<file path="src/rtl/decode.sv">
// LC3 instruction-decode stage: waits out the block-RAM read latency, latches the
// instruction word into IR and presents combinational decoded fields to later stages.
module decode #(
   parameter int unsigned MEM_LATENCY = 2
) (
   input  logic        clk,
   input  logic        rst_n,
   input  logic        decode_start,
   input  logic [15:0] instr_in,
   output logic        busy,
   output logic        decode_done,
   output logic [15:0] ir,
   output logic [3:0]  opCode_out,
   output logic [2:0]  dr_out,
   output logic [2:0]  sr1_out,
   output logic [2:0]  sr2_out,
   output logic        imm_mode,
   output logic [2:0]  br_nzp,
   output logic [15:0] imm5_sext,
   output logic [15:0] offset6_sext,
   output logic [8:0]  offset_out,
   output logic [15:0] offset9_sext,
   output logic [15:0] offset11_sext,
   output logic [7:0]  trapvect,
   output logic        reg_write,
   output logic        set_cc,
   output logic        illegal
);

   typedef enum logic [1:0] {StIdle, StWait, StDone} state_e;

   localparam logic [1:0] CntLoad = 2'(MEM_LATENCY - 1);

   localparam logic [3:0] OpBr   = 4'b0000;
   localparam logic [3:0] OpAdd  = 4'b0001;
   localparam logic [3:0] OpLd   = 4'b0010;
   localparam logic [3:0] OpSt   = 4'b0011;
   localparam logic [3:0] OpJsr  = 4'b0100;
   localparam logic [3:0] OpAnd  = 4'b0101;
   localparam logic [3:0] OpLdr  = 4'b0110;
   localparam logic [3:0] OpStr  = 4'b0111;
   localparam logic [3:0] OpRti  = 4'b1000;
   localparam logic [3:0] OpNot  = 4'b1001;
   localparam logic [3:0] OpLdi  = 4'b1010;
   localparam logic [3:0] OpSti  = 4'b1011;
   localparam logic [3:0] OpJmp  = 4'b1100;
   localparam logic [3:0] OpRes  = 4'b1101;
   localparam logic [3:0] OpLea  = 4'b1110;
   localparam logic [3:0] OpTrap = 4'b1111;

   state_e      state_q;
   logic [1:0]  cnt_q;
   logic [15:0] ir_q;
   logic        busy_q;
   logic        done_q;

   // busy/decode_done are registered alongside the state they describe.
   always_ff @(posedge clk or negedge rst_n) begin
      if (!rst_n) begin
         state_q <= StIdle;
         cnt_q   <= 2'd0;
         ir_q    <= 16'h0000;
         busy_q  <= 1'b0;
         done_q  <= 1'b0;
      end else begin
         case (state_q)
            StIdle: begin
               if (decode_start) begin
                  state_q <= StWait;
                  cnt_q   <= CntLoad;
                  busy_q  <= 1'b1;
               end
            end
            StWait: begin
               if (cnt_q == 2'd0) begin
                  ir_q    <= instr_in;
                  state_q <= StDone;
                  done_q  <= 1'b1;
               end else begin
                  cnt_q <= cnt_q - 2'd1;
               end
            end
            StDone: begin
               done_q <= 1'b0;
               if (decode_start) begin
                  state_q <= StWait;
                  cnt_q   <= CntLoad;
               end else begin
                  state_q <= StIdle;
                  busy_q  <= 1'b0;
               end
            end
            default: begin
               state_q <= StIdle;
               cnt_q   <= 2'd0;
               busy_q  <= 1'b0;
               done_q  <= 1'b0;
            end
         endcase
      end
   end

   assign busy        = busy_q;
   assign decode_done = done_q;
   assign ir          = ir_q;

   assign opCode_out    = ir_q[15:12];
   assign dr_out        = ir_q[11:9];
   assign sr1_out       = ir_q[8:6];
   assign sr2_out       = ir_q[2:0];
   assign imm_mode      = ir_q[5];
   assign br_nzp        = ir_q[11:9];
   assign imm5_sext     = {{11{ir_q[4]}}, ir_q[4:0]};
   assign offset6_sext  = {{10{ir_q[5]}}, ir_q[5:0]};
   assign offset_out    = ir_q[8:0];
   assign offset9_sext  = {{7{ir_q[8]}}, ir_q[8:0]};
   assign offset11_sext = {{5{ir_q[10]}}, ir_q[10:0]};
   assign trapvect      = ir_q[7:0];

   // JSR/JSRR and TRAP write R7; LEA writes a register but leaves the CCs alone.
   always_comb begin
      reg_write = 1'b0;
      set_cc    = 1'b0;
      illegal   = 1'b0;
      case (ir_q[15:12])
         OpAdd, OpAnd, OpNot, OpLd, OpLdi, OpLdr: begin
            reg_write = 1'b1;
            set_cc    = 1'b1;
         end
         OpJsr, OpLea, OpTrap: begin
            reg_write = 1'b1;
         end
         OpRti, OpRes: begin
            illegal = 1'b1;
         end
         OpBr, OpSt, OpStr, OpSti, OpJmp: begin
            reg_write = 1'b0;
         end
         default: begin
            reg_write = 1'b0;
         end
      endcase
   end

endmodule

</file>
<file path="config.mk">
export PLATFORM = sky130hd
export DESIGN_NAME = decode
export DESIGN_NICKNAME = d
export VERILOG_FILES = /design/src/rtl/decode.sv
export SDC_FILE = /design/constraint.sdc
export NUM_CORES = 1
export LEC_CHECK = 0
export CORE_MARGIN = 1.5
export CORE_UTILIZATION = 30
export DETAILED_ROUTE_END_ITERATION = 16
export PLACE_DENSITY = 0.78
export SLEW_MARGIN = 40
export SYNTH_ARGS = -nofsm -noshare
export SYNTH_HDL_FRONTEND = slang
export SYNTH_SLANG_ARGS = --single-unit
</file>
<file path="constraint.sdc">
create_clock -name clk -period 1.4 [get_ports clk]
set_clock_uncertainty 0.2 [all_clocks]
set_input_delay 0.28 -clock clk [delete_from_list [all_inputs] [get_ports clk]]
set_output_delay 0.28 -clock clk [all_outputs]
set_load 0.05 [all_outputs]
</file>
==> results.md <==
## Final layout
- **FF+latch area** 588 um^2
- **Non-Filler Instances** 328
- **area overhead of the layout relative to synthesis** 166%
- **post-layout net count** 277
- **footprint of the multi-input gates** 509 um^2
- **number of inserted diodes** 0
- **fraction of final layout cells with drive strength greater than 1** 0.855
- **fillcell total** 255

## Floorplanning
- **CORE AREA** 5470 um^2
- **row count** 27
- **Die Wd** 78.2 um
- **Die Height** 78.2 um
- **starting density of the core** 0.310
- **area of the die** 6110 um^2
- **num ports** 138

## GRT
- **via count of the first global-routing pass** 1,499
- **total routing resource utilization after global routing** 0.205
- **total global routing overflow** 0
- **maximum number of pins on one net before global-route repair** 23
- **first-pass GRT wire length** 9.37 mm
- **number of antenna violations at the first check in global routing** 0

## Route
- **Routed wire per std cell** 19.9 um
- **mean number of vias per cell** 4.27
- **number of nets still failing antenna checks after routing** 0
- **Routed WL** 6.54 mm
- **violation count after the first detailed-routing iteration** 14
- **via total after detailed routing** 1,401
- **total DRC errors in the routed layout** 0
- **number of search-and-repair iterations in the first detailed-routing pass** 4

## Critical path
- **arrival time of data at the critical path endpoint** 1.33 ns
- **sort of element at the end of the critical path** output pin
- **slowest cell on the critical path** sky130_fd_sc_hd__dfrtp_2
- **required time of the critical path** 0.92 ns
- **critical path type** flop to output pin
- **crit-path max FO** 4
- **Max stage delay on crit path** 0.44 ns
- **Startpoint Class** flop
- **cell chain of the critical path** or2_4 -> a21oi_4 -> a31oi_4 -> buf_12

## CTS
- **CTS buffer count** 3
- **clock transition time at the flip-flop clock pins of the worst setup and hold paths** 0.09 ns
- **CTS tree** done
- **clock network latency to the later pin of the worst-skew pair** 0.27 ns
- **CTS hold repair buffers** 0
- **number of buffers on the longest clock path** 2
- **cell at the root of the clock tree** sky130_fd_sc_hd__clkbuf_8
- **Sinks on Clock Net** 22
- **number of levels in the clock H-tree** 1

## Place
- **Placed Instances** 292
- **gpl congestion** 0.733
- **Worst Setup Slack post-DPL** -0.129 ns
- **IO buf count** 137
- **estimated wirelength of the detail-placed design** 3.98 mm

## Synth
- **count of state elements after synthesis** 22
- **Net Count, Synth** 187
- **proportion of netlist area held by the largest area contributor** 0.434
- **area leader, netlist** sky130_fd_sc_hd__buf_4
- **count of distinct cell types in the synthesized netlist** 21
- **area of the mapped netlist** 1700 um^2
- **syn avg cell area** 10.2 um^2
- **YS warnings** 0
- **Syn Inst Count** 167
- **top area cells in the synthesized netlist** sky130_fd_sc_hd__buf_4, sky130_fd_sc_hd__dfrtp_1, sky130_fd_sc_hd__mux2_4
- **proportion of synthesized chip area in sequential cells** 0.325

## STA
- **total setup violations reported at the end of the flow** 135
- **relative max-transition margin** 0.761
- **share of the cycle needed by the critical path after routing** 1.30
- **unrepaired setup endpoints after global routing** yes
- **number of pins with negative max-slew slack in the final report** 0
- **Final Hold Violating Endpoints** 0
- **Least-Margin Pin Slew** 0.358 ns
- **clock period minus worst slack** 1.81 ns
- **fmax** 551 MHz
- **Hold Slack** 0.142 ns
- **least setup slack across all paths after layout** -0.414 ns

## Outcome
- **status** complete, but fails checks
- **violated checks** negative setup slack

## Hold path
- **type of the tightest min-delay check** input pin to asynchronous set/reset pin

## Run
- **max-cap violations** 0

-- per-layer routing --
layer / routed length (um) / share of wire / vias up / global-route usage
met5: 0 / 0 / - / 0
met4: 137 / 0.021 / 0 / 0.0518
met3: 488 / 0.075 / 8 / 0.0616
met2: 3700 / 0.57 / 82 / 0.390
met1: 2210 / 0.34 / 695 / 0.219
li1: - / - / 616 / -
-- flip-flops by register name (all words and copies together), names as in the netlist --
| register | cells |
|---|---|
| state_q | 2 |
| cnt_q | 2 |
| ir | 16 |
| busy | 1 |
| decode_done | 1 |
-- worst max-delay path, delay by kind of cell, from the launching register on --
kind                   cells  cell delay, ns
DFF                        1            0.44
and+or+nand+nor            1            0.26
buffers and inverters      1            0.16
AOI/OAI and AO/OA          2            0.19
-- layout by cell type (no fill, tap or decap), types with 3 or more instances in the layout --
cell,instances
sky130_fd_sc_hd__clkdlybuf4s50_1,18
sky130_fd_sc_hd__mux2_4,15
sky130_fd_sc_hd__a21oi_4,3
sky130_fd_sc_hd__buf_16,5
sky130_fd_sc_hd__dfrtp_2,9
sky130_fd_sc_hd__dfrtp_4,7
sky130_fd_sc_hd__dfrtp_1,6
sky130_fd_sc_hd__buf_12,129
sky130_fd_sc_hd__clkbuf_8,3
sky130_fd_sc_hd__inv_2,3
sky130_fd_sc_hd__nor2_1,3
sky130_fd_sc_hd__nand2_1,3
sky130_fd_sc_hd__buf_6,18
sky130_fd_sc_hd__buf_8,3
sky130_fd_sc_hd__buf_4,11
-- cell type report --
cell class / instances / area share
Timing Repair Buffer: 184 / 0.717
Sequential cell: 22 / 0.131
Multi-Input combinational cell: 42 / 0.113
Tap cell: 72 / 0.0200
Clock buffer: 3 / 0.00917
Clock inverter: 1 / 0.00667
Inverter: 4 / 0.00333
-- synthesized netlist by cell type, drive strengths merged --
cell type   n
buf        99
dfrtp      22
mux2       16
nand2       5
a21oi       4
inv         4
nor2        4
o21ai       3
a21o        1
a221o       1
a22o        1
a31oi       1
and2b       1
ha          1
nand2b      1
nor2b       1
or2         1
xnor2       1
-- stage by stage --
stage | cell area [um^2] | setup TNS, ns | utilization
floorplan | 1780 | -1.21 | -
global placement | 3860 | -1.14 | 0.705
detailed placement | 3860 | -2.02 | 0.705
CTS | 4470 | -19.76 | 0.817
global route | 4500 | -26.06 | 0.823
finish | 4500 | -22.44 | 0.823
-- worst paths after layout --
kind                          endpoint  slack, ns        start  cells past startpoint
min                              ir[6]       0.14        rst_n                      2
max                          reg_write      -0.41       ir[12]                      4
min in group clk           decode_done       0.40  decode_done                      2
min reg2reg                decode_done       0.40  decode_done                      2
max in group asynchronous        ir[3]       0.69        rst_n                      2
max reg2reg                      ir[7]      -0.17     cnt_q[0]                      5
-- kinds of logic (layout without fill, tap and decap cells) --
family | Yosys count | in the layout | synth area share
AND/OR/NAND/NOR | 13 | 13 | 0.0443
multiplexers | 16 | 16 | 0.126
XOR/XNOR | 1 | 1 | 0.00517
AO/OA/AOI/OAI | 11 | 11 | 0.0406
buffers and inverters | 103 | 192 | 0.452
adder cells (fa/ha/maj) | 1 | 1 | 0.00738
flip-flops | 22 | 22 | 0.325
-- what timing repair did --
| action | in CTS | in global routing |
|---|---|---|
| pin swaps | 4 | 3 |
| endpoints found under the setup margin | 134 | 136 |
| setup buffers | 24 | 7 |
| gates cloned | 7 | 0 |
| gates resized for setup | 56 | 17 |
Power is left out: the tool's default activity adds up to more than one toggle a clock period on the data nets, which glitch-free logic cannot reach.
